[src/rtl/uart_rx_os.sv]
// uart_rx_os: 16x-oversampled UART receiver with majority voting, false-start
// rejection, optional parity and a valid/ready holding register.
// Ports:
//   clk, rst_n       system clock, synchronous active-low reset
//   rx               asynchronous serial line, idle high
//   rx_ready         downstream accepts the held byte when rx_valid & rx_ready
//   rx_data          received byte (LSB first on the line)
//   rx_valid         rx_data/frame_err/parity_err valid, held until handshake
//   frame_err        stop bit sampled 0 for the held byte
//   parity_err       parity mismatch for the held byte
//   overrun          one-cycle pulse when a completed frame is dropped
//   busy             receiver FSM not idle
module uart_rx_os #(
  parameter int unsigned CLK_FREQ   = 100_000_000,
  parameter int unsigned BAUD       = 9600,
  parameter int unsigned OVERSAMPLE = 16,
  parameter bit          PARITY_EN  = 1'b0,
  parameter bit          PARITY_ODD = 1'b0
) (
  input  logic       clk,
  input  logic       rst_n,
  input  logic       rx,
  input  logic       rx_ready,
  output logic [7:0] rx_data,
  output logic       rx_valid,
  output logic       frame_err,
  output logic       parity_err,
  output logic       overrun,
  output logic       busy
);

  localparam int unsigned TICK_DIV = CLK_FREQ / (BAUD * OVERSAMPLE);
  localparam int unsigned TW       = (TICK_DIV > 1) ? $clog2(TICK_DIV) : 1;
  localparam int unsigned OW       = $clog2(OVERSAMPLE);

  localparam logic [TW-1:0] TICK_LAST = TW'(TICK_DIV - 1);
  localparam logic [OW-1:0] OS_S0     = OW'(OVERSAMPLE / 2 - 1);
  localparam logic [OW-1:0] OS_S1     = OW'(OVERSAMPLE / 2);
  localparam logic [OW-1:0] OS_DEC    = OW'(OVERSAMPLE / 2 + 1);
  localparam logic [OW-1:0] OS_END    = OW'(OVERSAMPLE - 1);

  typedef enum logic [2:0] {IDLE, START, DATA, PARITY, STOP} state_t;

  state_t          state, state_nxt;
  logic            rx_meta, rx_s, rx_hist;
  logic [TW-1:0]   tick_cnt;
  logic [OW-1:0]   os_cnt;
  logic [2:0]      bit_cnt;
  logic [1:0]      samp;
  logic [7:0]      shift_reg;
  logic            par_bit;
  logic            done_q, done_ferr, done_perr;

  logic            tick_c, maj_c, dec_c, end_c, start_c;

  assign tick_c  = (state != IDLE) && (tick_cnt == TICK_LAST);
  assign maj_c   = (samp[0] & samp[1]) | (samp[0] & rx_s) | (samp[1] & rx_s);
  assign dec_c   = tick_c && (os_cnt == OS_DEC);
  assign end_c   = tick_c && (os_cnt == OS_END);
  // Needs a high-to-low transition, so a line stuck low never re-triggers.
  assign start_c = (state == IDLE) && !rx_s && rx_hist;

  // State register; busy tracks the state being entered.
  always_ff @(posedge clk) begin
    if (!rst_n) begin
      state <= IDLE;
      busy  <= 1'b0;
    end else begin
      state <= state_nxt;
      busy  <= (state_nxt != IDLE);
    end
  end

  // Next-state logic.
  always_comb begin
    state_nxt = state;
    unique case (state)
      IDLE:   if (start_c) state_nxt = START;
      START: begin
        if (dec_c && maj_c) state_nxt = IDLE;
        else if (end_c)     state_nxt = DATA;
      end
      DATA:   if (end_c && (bit_cnt == 3'd7)) state_nxt = PARITY_EN ? PARITY : STOP;
      PARITY: if (end_c) state_nxt = STOP;
      // Complete at mid-stop so a fast far end can start the next frame early.
      STOP:   if (dec_c) state_nxt = IDLE;
      default: state_nxt = IDLE;
    endcase
  end

  // Synchronizer, timing counters, sampling and shift datapath.
  always_ff @(posedge clk) begin
    if (!rst_n) begin
      rx_meta   <= 1'b1;
      rx_s      <= 1'b1;
      rx_hist   <= 1'b0;
      tick_cnt  <= '0;
      os_cnt    <= '0;
      bit_cnt   <= '0;
      samp      <= '0;
      shift_reg <= '0;
      par_bit   <= 1'b0;
      done_q    <= 1'b0;
      done_ferr <= 1'b0;
      done_perr <= 1'b0;
    end else begin
      rx_meta <= rx;
      rx_s    <= rx_meta;
      rx_hist <= rx_s;

      if ((state == IDLE) || tick_c) tick_cnt <= '0;
      else                           tick_cnt <= tick_cnt + TW'(1);

      if (state == IDLE)     os_cnt <= '0;
      else if (tick_c)       os_cnt <= (os_cnt == OS_END) ? '0 : os_cnt + OW'(1);

      if (state == START)                  bit_cnt <= '0;
      else if ((state == DATA) && end_c)   bit_cnt <= bit_cnt + 3'd1;

      if (tick_c && (os_cnt == OS_S0)) samp[0] <= rx_s;
      if (tick_c && (os_cnt == OS_S1)) samp[1] <= rx_s;

      if ((state == DATA) && dec_c)   shift_reg <= {maj_c, shift_reg[7:1]};
      if ((state == PARITY) && dec_c) par_bit   <= maj_c;

      done_q <= (state == STOP) && dec_c;
      if ((state == STOP) && dec_c) begin
        done_ferr <= ~maj_c;
        done_perr <= PARITY_EN && (par_bit != ((^shift_reg) ^ PARITY_ODD));
      end
    end
  end

  // Holding register with valid/ready handshake and overrun detection.
  always_ff @(posedge clk) begin
    if (!rst_n) begin
      rx_data    <= '0;
      rx_valid   <= 1'b0;
      frame_err  <= 1'b0;
      parity_err <= 1'b0;
      overrun    <= 1'b0;
    end else begin
      overrun <= 1'b0;
      if (done_q) begin
        if (!rx_valid || rx_ready) begin
          rx_data    <= shift_reg;
          frame_err  <= done_ferr;
          parity_err <= done_perr;
          rx_valid   <= 1'b1;
        end else begin
          overrun <= 1'b1;
        end
      end else if (rx_valid && rx_ready) begin
        rx_valid <= 1'b0;
      end
    end
  end

endmodule

[config.mk]
export PLATFORM = sky130hd
export DESIGN_NAME = uart_rx_os
export DESIGN_NICKNAME = d
export VERILOG_FILES = /design/src/rtl/uart_rx_os.sv
export SDC_FILE = /design/constraint.sdc
export NUM_CORES = 1
export LEC_CHECK = 0
export ABC_AREA = 1
export CAP_MARGIN = 10
export CORE_ASPECT_RATIO = 1.25
export CORE_MARGIN = 2
export CORE_UTILIZATION = 28
export CTS_CLUSTER_DIAMETER = 80
export CTS_CLUSTER_SIZE = 10
export DETAILED_ROUTE_END_ITERATION = 7
export HOLD_SLACK_MARGIN = 0.06
export SYNTH_ARGS = -nofsm -noshare
export SYNTH_HDL_FRONTEND = slang
export SYNTH_SLANG_ARGS = --single-unit
[constraint.sdc]
create_clock -name clk -period 2.61 [get_ports clk]
set_clock_uncertainty 0.05 [all_clocks]
set_input_delay 0.3915 -clock clk [delete_from_list [all_inputs] [get_ports clk]]
set_output_delay 0.3915 -clock clk [all_outputs]
set_load 0.01 [all_outputs]
==> impl_results.md <==
* FF-to-FF setup slack at about 0.85 ns
* Share of total power in the clock network at about two fifths
* Layout Utilization at 34.26%
* Status: complete, no violations
* CP bufs+invs at 2
* Num CTS Buffers at 5
* Layout cells sized above 1 at around an eighth
* Initial Util at 29.16%
* Setup crit start kind: flop
* Pwr/cell area at roughly 500 nW/um2
* Placed Cells at between 300 and 400
* WL final at ~3600 um
* Top cells by area, synth: dfxtp_1 (46%), nor2_1 (7.3%), inv_1 (5.5%), a21oi_1 (5.4%), o21ai_0 (5.4%)
* Syn-to-layout area delta at 17.48%
* First-pass GRT wire length at around 6200 um
* Post-synth EDFFs at 0
* Syn Area/Cell at ~8 um2
* Die W at 80.48 um
* H-tree Lvls at 2
* Final Non-Filler Cells at between 300 and 400
* Leak pwr at a little under 1 nW
* Setup repair bufs after CTS at 0
* Gpl congestion at about 0.81
* CTS root buf: clkbuf_8
* Critical-path cell list: inv_1 > ha_1 > nand2_1 > nor2_4 > inv_2 > nor2_4 > nand3_4 > o21ai_0 > nand2_1 > o21ai_1 > nand2_1
* CP max-delay cell: dfxtp_1
* Peak supply drop at between 200 and 300 uV
* Mapped cell area at roughly 2000 um2
* Critical path class: flop to flop
* DRT Pass-1 Iters at 4
* Most common cell in the netlist: dfxtp_1
* PortBufs at 15
* Internal at around 0.95 mW
* Syn Nets at 267
* Largest net degree at the start of global routing at 25
* Routed len/inst at a little under 10 um
* Setup TNS at 0 ns
* Yosys top cell area share at 45.97%
* RSZ-0062 raised after global routing: no
* Detailed placement HPWL at between 2000 and 3000 um
* FMAX at 568.0 MHz
* Via/cell ratio at between 4 and 5
* Core area at about 7000 um2
* Die area at 8015 um2
* Iteration-0 DRC Markers at 67
* # fillers at 736
* Final Hold Viols at 0
* Total track usage at under 10%
* Cells after Synth at 256
* Rows at 34
* Post-synth top area cell: dfxtp_1
* HP Class: flop to flop
* Combinational Power Share at 1.9%
* Final antenna diode count at 0
* Crit share post-route at between 60% and 70%
* Resize count post-CTS at 0
* Synth cell types at 34
* Die Y at ~100 um
* Yosys reg bits at 47
* Vias in the first global route at around 1.5k
* Switching share of power at between 20 and 25%
* Io pins at 17
* Clk slew on worst S/H paths at 0.09 ns
* Main flop type after synthesis: dfxtp_1
* CP Capture Type: flop
* Syn. warnings at 0
* # clock sinks at 47
* Sequential fraction of the synthesis area at around 46%
* Post-synth top cells: dfxtp_1 (47), nor2_1 (40), inv_1 (30)
* Via count at 1619
* Setup violators final at 0
* Crit-path max FO at 4
* Final Max Tran Viols at 0
* Nets at between 200 and 300
* Worst skew pair latency at about 0.30 ns
* Drt drc at 0
* ANT nets after route at 0
* CTS tree: yes
* Initial antenna violation count at 0
* Sequential Power Share at between 50% and 60%
* Psw at approximately 0.26 mW
* Post-synth ARST share at 0%
* Largest stage delay on the critical path at around 0.34 ns
* Hold Buf Count CTS at 0
* Arr. time, crit path at approximately 1.9 ns
* Max reg flops at 10
* Req. time, crit path at about 2.8 ns
* Delay-heaviest family, CP: simple AND/OR/NAND/NOR gates
* Clock Tree Buf Depth at 2
* Total gr overflow at 0
* CP dominant cell by count: nand2_1
* Total of max-cap violations at 0
* Min cycle time layout at 1.761 ns
[cells by family (layout without fill, tap and decap cells)]
family / Yosys count / count (layout) / synth area share (%)
xor gates and xnor gates: 2 / 2 / 0.8559
buffers and inverters: 43 / 64 / 8.069
other: 1 / 1 / 0.1832
DFF: 47 / 47 / 45.97
adders and majority gates: 7 / 7 / 4.279
and+or+nand+nor: 101 / 101 / 26.53
AOI/OAI and AO/OA: 55 / 55 / 14.12
[worst reg2reg max path: stages, from the launching register on]
cell     delay, ns
dfxtp_1       0.34
inv_1         0.06
ha_1          0.14
nand2_1       0.08
nor2_4        0.13
inv_2         0.07
nor2_4        0.14
nand3_4       0.10
o21ai_0       0.25
nand2_1       0.12
o21ai_1       0.13
nand2_1       0.06
[per-stage QoR]
stage          worst slack [ns]  hold WS, ns  power [mW]  instance area [um2]
6_report                 0.8494       0.3705       1.205                 2405
5_1_grt                  0.7518       0.3993       1.262                 2405
4_1_cts                  0.8586       0.3753       1.232                 2405
3_5_place_dp             0.7322       0.3529      0.7612                 2306
3_3_place_gp             0.7883       0.3477      0.7613                 2306
2_1_floorplan             1.070       0.3425      0.7517                 2047
[path summary, 6_finish.rpt]
path | startpoint | end | cells after the start
worst max-delay path | tick_cnt[0] | busy | 11
worst min-delay path | rx_meta | rx_s | 1
worst max register to register | tick_cnt[0] | busy | 11
worst min register to register | rx_meta | rx_s | 1
[cells in the final DEF, fill, tap and decap left out, types with 6 or more instances in the layout]
master / instances
dfxtp_1: 47
nor2_1: 40
inv_1: 30
o21ai_0: 22
a21oi_1: 22
nand2_1: 21
clkdlybuf4s50_1: 15
nand3_1: 13
inv_2: 9
ha_1: 7
o21ai_1: 6
clkbuf_8: 6
[layer usage]
metal  share of wire (%)  vias up  track usage (%)
met5                   0        -                0
met4                 1.9        0            4.563
met3                 4.0        7            2.813
met2                  48       27            16.22
met1                  47      724            11.54
li1                    -      861                -
[power by group through the flow]
stage / registers, mW / clock network, mW / logic, mW
final: 0.721 / 0.461 / 0.0234
after global routing: 0.722 / 0.514 / 0.0264
after CTS: 0.721 / 0.488 / 0.0235
after detailed placement: 0.738 / 0 / 0.0233
after global placement: 0.738 / 0 / 0.0233
after floorplan: 0.738 / 0 / 0.0142
[cell type report]
class | instances | area [um2] | area share [%]
sequential | 47 | 940.9 | 39.13
clock buffer | 6 | 82.58 | 3.434
clock inverter | 2 | 16.27 | 0.6764
tap | 90 | 112.6 | 4.683
inverter | 39 | 146.4 | 6.087
multi-input combinational | 166 | 940.9 | 39.13
timing repair buffer | 17 | 165.2 | 6.868
Note: power is estimated with default switching activity, not from simulation.
==> RTL edit 1, RTL diff (same flow settings) <==
`OVERSAMPLE`: 16 -> 8.
--- a/src/rtl/uart_rx_os.sv
+++ b/src/rtl/uart_rx_os.sv
@@ -14,5 +14,5 @@
   parameter int unsigned CLK_FREQ   = 100_000_000,
   parameter int unsigned BAUD       = 9600,
-  parameter int unsigned OVERSAMPLE = 16,
+  parameter int unsigned OVERSAMPLE = 8,
   parameter bit          PARITY_EN  = 1'b0,
   parameter bit          PARITY_ODD = 1'b0
Check against the original RTL: same outputs for any inputs over 10 cycles, from zero or initial values and one cycle with rst_n low; that may be too few to reach the edited logic, so the function may still have changed.
==> RTL edit 1 against the unedited design <==
- cell area grew 3.1%
- first-iteration DRC count shrank 24%
- area after synthesis grew 4.4%
- worst setup slack lost 31 ps
- worst hold slack is essentially flat
- via count grew 1.1%
- sequential cell count is the same
- largest power group unchanged
- power shrank 2.1%
- routed wire length grew 6.1%
==> RTL edit 1: results (changes against the unedited design) <==
[power_and_ir_drop]
p_leak_uw=0.00107  ; +8.2%
power.ir.vdd_worst_mv=0.339  ; +21%

[logic_synthesis]
yosysSeqAreaShare=0.440  ; -0.0194
mappedNetlistNets=281  ; +5.2%
yosys-top-cells-area=sky130_fd_sc_hd__dfxtp_1 (44%), sky130_fd_sc_hd__nor2_1 (8.3%), sky130_fd_sc_hd__inv_1 (5.6%)
synth_flop_cell=sky130_fd_sc_hd__dfxtp_1
post_synth_most_frequent_cells=sky130_fd_sc_hd__dfxtp_1 (47), sky130_fd_sc_hd__nor2_1 (47), sky130_fd_sc_hd__inv_1 (32)
netlist_instances=268  ; +4.7%
synthDistinctLibCells=36  ; +5.9%

[status]
outcome=finished clean

[critical_path]
timing.critical_path.slowest_cell_delay_ps=400  ; +60 ps
crit_path_max_fo=5  ; +1
reg2regPathDepth=10  ; -1

[place]
detailed_place_hpwl_um=2920  ; +10%
postPlaceCellArea_mm2=0.00239  ; +3.8%
placement.setup.worst_slack_ps=705  ; -27.4 ps
place_inst=372  ; +3.6%
gp_congestion=0.808  ; -0.31%

[detailed_routing]
routed_wl_um=3840  ; +6.1%
detail_route.vias_per_cell=4.31  ; -2.3%
drt-initial-drc-count=51  ; -24%

[global_route]
first_global_vias=1617  ; +11%
grt_pass1_wl_um=7020  ; +13%
global_route.usage.total=0.107  ; +0.00874
grt_max_degree=23  ; -8.0%
grt_antenna_before_repair=0  ; unchanged

[cells_and_area]
max_ffs_per_register=11  ; +1
num-nets-final=300  ; +4.5%
layout.cell_area.non_filler_mm2=0.00248  ; +3.1%
final_layout_size_suffix_gt1_frac=0.128  ; -0.00510
finalNonFillerCells=380  ; +3.5%
layout.filler_cells=766  ; +4.1%

[timing]
final.setup.worst_slack_ps=818  ; -31.0 ps
whs_ps=371  ; +0.360 ps

[min_path]
holdPathStages=1  ; unchanged

[RTL edit 1: cell count changes in the layout (fill, tap and decap cells not counted), moves of 4 or more]
| cell | before | now |
|---|---|---|
| sky130_fd_sc_hd__a21oi_1 | 22 | 14 |
| sky130_fd_sc_hd__nand2_1 | 21 | 28 |
| sky130_fd_sc_hd__o21ai_0 | 22 | 18 |
| sky130_fd_sc_hd__nor2_1 | 40 | 47 |
| sky130_fd_sc_hd__nor3_1 | 3 | 7 |
[RTL edit 1: final cells by class]
cell class                 instances  area share
multi-input combinational        177       0.409
timing repair buffer              17      0.0666
tap                               92      0.0464
inverter                          39      0.0641
sequential                        47       0.380
clock inverter                     2     0.00505
clock buffer                       6      0.0293
[RTL edit 1: cell families after synthesis]
| group | count (synthesis) | synth area share |
|---|---|---|
| and+or+nand+nor | 116 | 0.281 |
| AOI/OAI and AO/OA | 49 | 0.131 |
| DFF | 47 | 0.440 |
| buffers and inverters | 44 | 0.0855 |
| adders and majority gates | 9 | 0.0527 |
| xor gates and xnor gates | 2 | 0.00820 |
| other | 1 | 0.00175 |
[RTL edit 1: critical path: cells and delay by family (launching register included)]
family,cells,cell delay (ps)
flip-flops,1,400
AND/OR/NAND/NOR,9,1070
adder cells (fa/ha/maj),1,170
[RTL edit 1: report_power, final]
part | total (uW) | switching [uW] | internal (uW) | leakage, uW
clock | 430 | 242 | 188 | 0.0000412
combinational | 28.4 | 17.2 | 11.3 | 0.000646
sequential | 722 | 2.12 | 720 | 0.000379
[RTL edit 1: routing by layer]
layer / track usage / share of wire
met1: 0.129 / 0.44
met2: 0.181 / 0.50
met3: 0.0258 / 0.032
met4: 0.0397 / 0.023
met5: 0 / 0
==> RTL edit 2, RTL diff (config.mk and constraints unchanged) <==
Without the edit above. Reset style: asynchronous (`rst_n`), changed in 3 clocked blocks. Comments in the files are not updated.
--- a/src/rtl/uart_rx_os.sv
+++ b/src/rtl/uart_rx_os.sv
@@ -62,5 +62,5 @@
 
   // State register; busy tracks the state being entered.
-  always_ff @(posedge clk) begin
+  always_ff @(posedge clk or negedge rst_n) begin
     if (!rst_n) begin
       state <= IDLE;
@@ -90,5 +90,5 @@
 
   // Synchronizer, timing counters, sampling and shift datapath.
-  always_ff @(posedge clk) begin
+  always_ff @(posedge clk or negedge rst_n) begin
     if (!rst_n) begin
       rx_meta   <= 1'b1;
@@ -133,5 +133,5 @@
 
   // Holding register with valid/ready handshake and overrun detection.
-  always_ff @(posedge clk) begin
+  always_ff @(posedge clk or negedge rst_n) begin
     if (!rst_n) begin
       rx_data    <= '0;
Function: differs if rst_n is asserted again (counterexample within 4 cycles, from zero or initial values and one cycle with rst_n low); with rst_n held inactive, the same outputs for 10 cycles.
==> RTL edit 2 against the unedited design <==
- cell area grew 6.8%
- routed wire length grew 1.9%
- worst setup slack lost 83 ps
- sequential cell count is the same
- count of clock-buffer cells in the layout is the same
- area after synthesis grew 7.3%
- largest cell class unchanged
- highest routed layer unchanged
Power is not compared: it rests on default switching activity, and its combinational part moved more than twofold at a synthesized area within 25%.
==> RTL edit 2: results (changes against the unedited design) <==
[critical_path]
timing.critical_path.slowest_cell_delay_ps=430  ; +90 ps
worst_r2r_startpoint=tick_cnt[0]$_DFF_PN0_
worstPathArrival_ps=1970  ; +60 ps
setup.worst_path.start=tick_cnt[0]$_DFF_PN0_
reg2reg_setup_slack_ps=770  ; -80 ps
reg2regPathDepth=11  ; unchanged
r2r-end=shift_reg[6]$_DFFE_PN0P_
crit_path_max_fo=15  ; +11
criticalPathCategory=flop to flop
slowest_stage=sky130_fd_sc_hd__dfrtp_1

[global_route]
grtUsageMet3=0.0272  ; -0.000909
grt_util_met1=0.117  ; +0.00151
grt_use_met2=0.164  ; +0.00159
grt_antenna_before_repair=0  ; unchanged
first_global_vias=1450  ; -0.41%
global_route.usage.total=0.0958  ; -0.00205
grt_pass1_wl_um=6620  ; +6.2%

[min_path]
holdPathStages=0  ; -1
worstHoldStart=rx_meta$_DFF_PN1_
hold_path_end=rx_s$_DFF_PN1_

[logic_synthesis]
mappedNetlistNets=239  ; -10%
synthDistinctLibCells=39  ; +15%
yosysWarnings=0  ; unchanged
synthAdderAreaFrac=0.0444  ; +0.00163
yosysSeqAreaShare=0.536  ; +0.0768
synth_async_sr_flop_share=1.00  ; +1.00
synth_xor_area_frac=0.00797  ; -0.000585
post_synth_most_frequent_cells=sky130_fd_sc_hd__dfrtp_1 (45), sky130_fd_sc_hd__nand2_1 (40), sky130_fd_sc_hd__inv_1 (25)
yosys-top-cells-area=sky130_fd_sc_hd__dfrtp_1 (51%), sky130_fd_sc_hd__nand2_1 (6.8%), sky130_fd_sc_hd__inv_1 (4.3%)
synth_compound_area_frac=0.0991  ; -0.0421
yosys-mux-area-fraction=0.0103  ; +0.0103

[cells_and_area]
layout.filler_cells=806  ; +9.5%
final_layout_size_suffix_gt1_frac=0.160  ; +0.0264
share_of_cell_area_taken_by_multi_input_logic_gates=0.346  ; -0.0449
bufAreaShareNonClock=0.0662  ; -0.00243
non_clock_inverter_count=27  ; -31%
n_sequential_cell=47  ; unchanged
sequential_cell_area_mm2=0.00118  ; +25%
layout.clock.cell_area_share=0.0429  ; +0.00176
num-nets-final=260  ; -9.4%
multi_input_gates=150  ; -9.6%
final.signal_buffer_count=18  ; +1

[detailed_routing]
drt-wirelength-per-cell_um=10.7  ; +8.3%
route.met2.wl_um=1830  ; +6.6%
wirelength_met1_um=1680  ; -0.36%
wl_met3_um=125  ; -13%
detail_route.vias_per_cell=4.43  ; +0.40%
maxUsedRoutingLayer=met4
drt-initial-drc-count=69  ; +3.0%

[clock_tree]
clockRootBuffer=sky130_fd_sc_hd__clkbuf_8
cts_inserted_buffers=5  ; unchanged

[place]
detailed_place_hpwl_um=2820  ; +6.4%
gp_congestion=0.814  ; +0.39%

[status]
outcome=finished clean

[flow_run]
drv_cap=0  ; unchanged

## RTL edit 2: changes by cell type after synthesis, moves of 4 or more
| cell | unedited run | this run |
|---|---|---|
| sky130_fd_sc_hd__nand3_1 | 13 | 9 |
| sky130_fd_sc_hd__o21ai_2 | 1 | 7 |
| sky130_fd_sc_hd__o21ai_0 | 22 | 10 |
| sky130_fd_sc_hd__nand2_1 | 21 | 40 |
| sky130_fd_sc_hd__a21oi_1 | 22 | 10 |
| sky130_fd_sc_hd__dfrtp_1 | 0 | 45 |
| sky130_fd_sc_hd__inv_1 | 30 | 25 |
| sky130_fd_sc_hd__dfxtp_1 | 47 | 0 |
| sky130_fd_sc_hd__o21ai_1 | 6 | 1 |
| sky130_fd_sc_hd__nor2_1 | 40 | 19 |
| sky130_fd_sc_hd__nor3_1 | 3 | 11 |
| sky130_fd_sc_hd__inv_2 | 9 | 2 |
## RTL edit 2: metrics by stage
step	instance area [um2]	setup slack (ps)	hold WS [ps]	std cells	utilization
after floorplan	2200	963	45.9	228	-
after global placement	2450	762	276	336	0.318
after detailed placement	2450	747	270	336	0.318
after CTS	2570	742	312	345	0.333
after global routing	2570	531	321	345	0.333
final	2570	766	310	345	0.333
## RTL edit 2: what timing repair did
item,4_1_cts,5_1_grt
hold endpoints to repair,12,0
setup endpoints to repair,0,0
buffers inserted,0,0
hold buffers,1,0
## RTL edit 2: cell families (layout without fill, tap and decap cells)
logic type                 after synthesis  in the layout
and+or+nand+nor                        102            102
DFF                                     47             47
AOI/OAI and AO/OA                       35             35
buffers and inverters                   31             53
adders and majority gates                8              8
xor gates and xnor gates                 2              2
muxes                                    2              2
other                                    1              1
## RTL edit 2: worst max path at each step
stage	end	slack (ps)	cells after the start
2_1_floorplan	shift_reg[3]$_DFFE_PN0P_	960	12
3_3_place_gp	rx_data[0]$_DFFE_PN0P_	760	5
3_5_place_dp	rx_data[0]$_DFFE_PN0P_	750	5
4_1_cts	shift_reg[6]$_DFFE_PN0P_	740	11
5_1_grt	shift_reg[6]$_DFFE_PN0P_	530	11
6_report	shift_reg[6]$_DFFE_PN0P_	770	11
## RTL edit 2: power groups by stage
stage	clock network, uW	registers (uW)	logic, uW
2_1_floorplan	0	829	148
3_3_place_gp	0	837	199
3_5_place_dp	0	839	200
4_1_cts	547	824	201
5_1_grt	582	834	232
6_report	522	823	196
## RTL edit 2: worst reg2reg max path: cells and delay by family, from the launching register on
| family | cells | cell delay, ps |
|---|---|---|
| DFF | 1 | 430 |
| and+or+nand+nor | 7 | 910 |
| buffers and inverters | 2 | 120 |
| adders and majority gates | 1 | 160 |
| AOI/OAI and AO/OA | 1 | 60 |
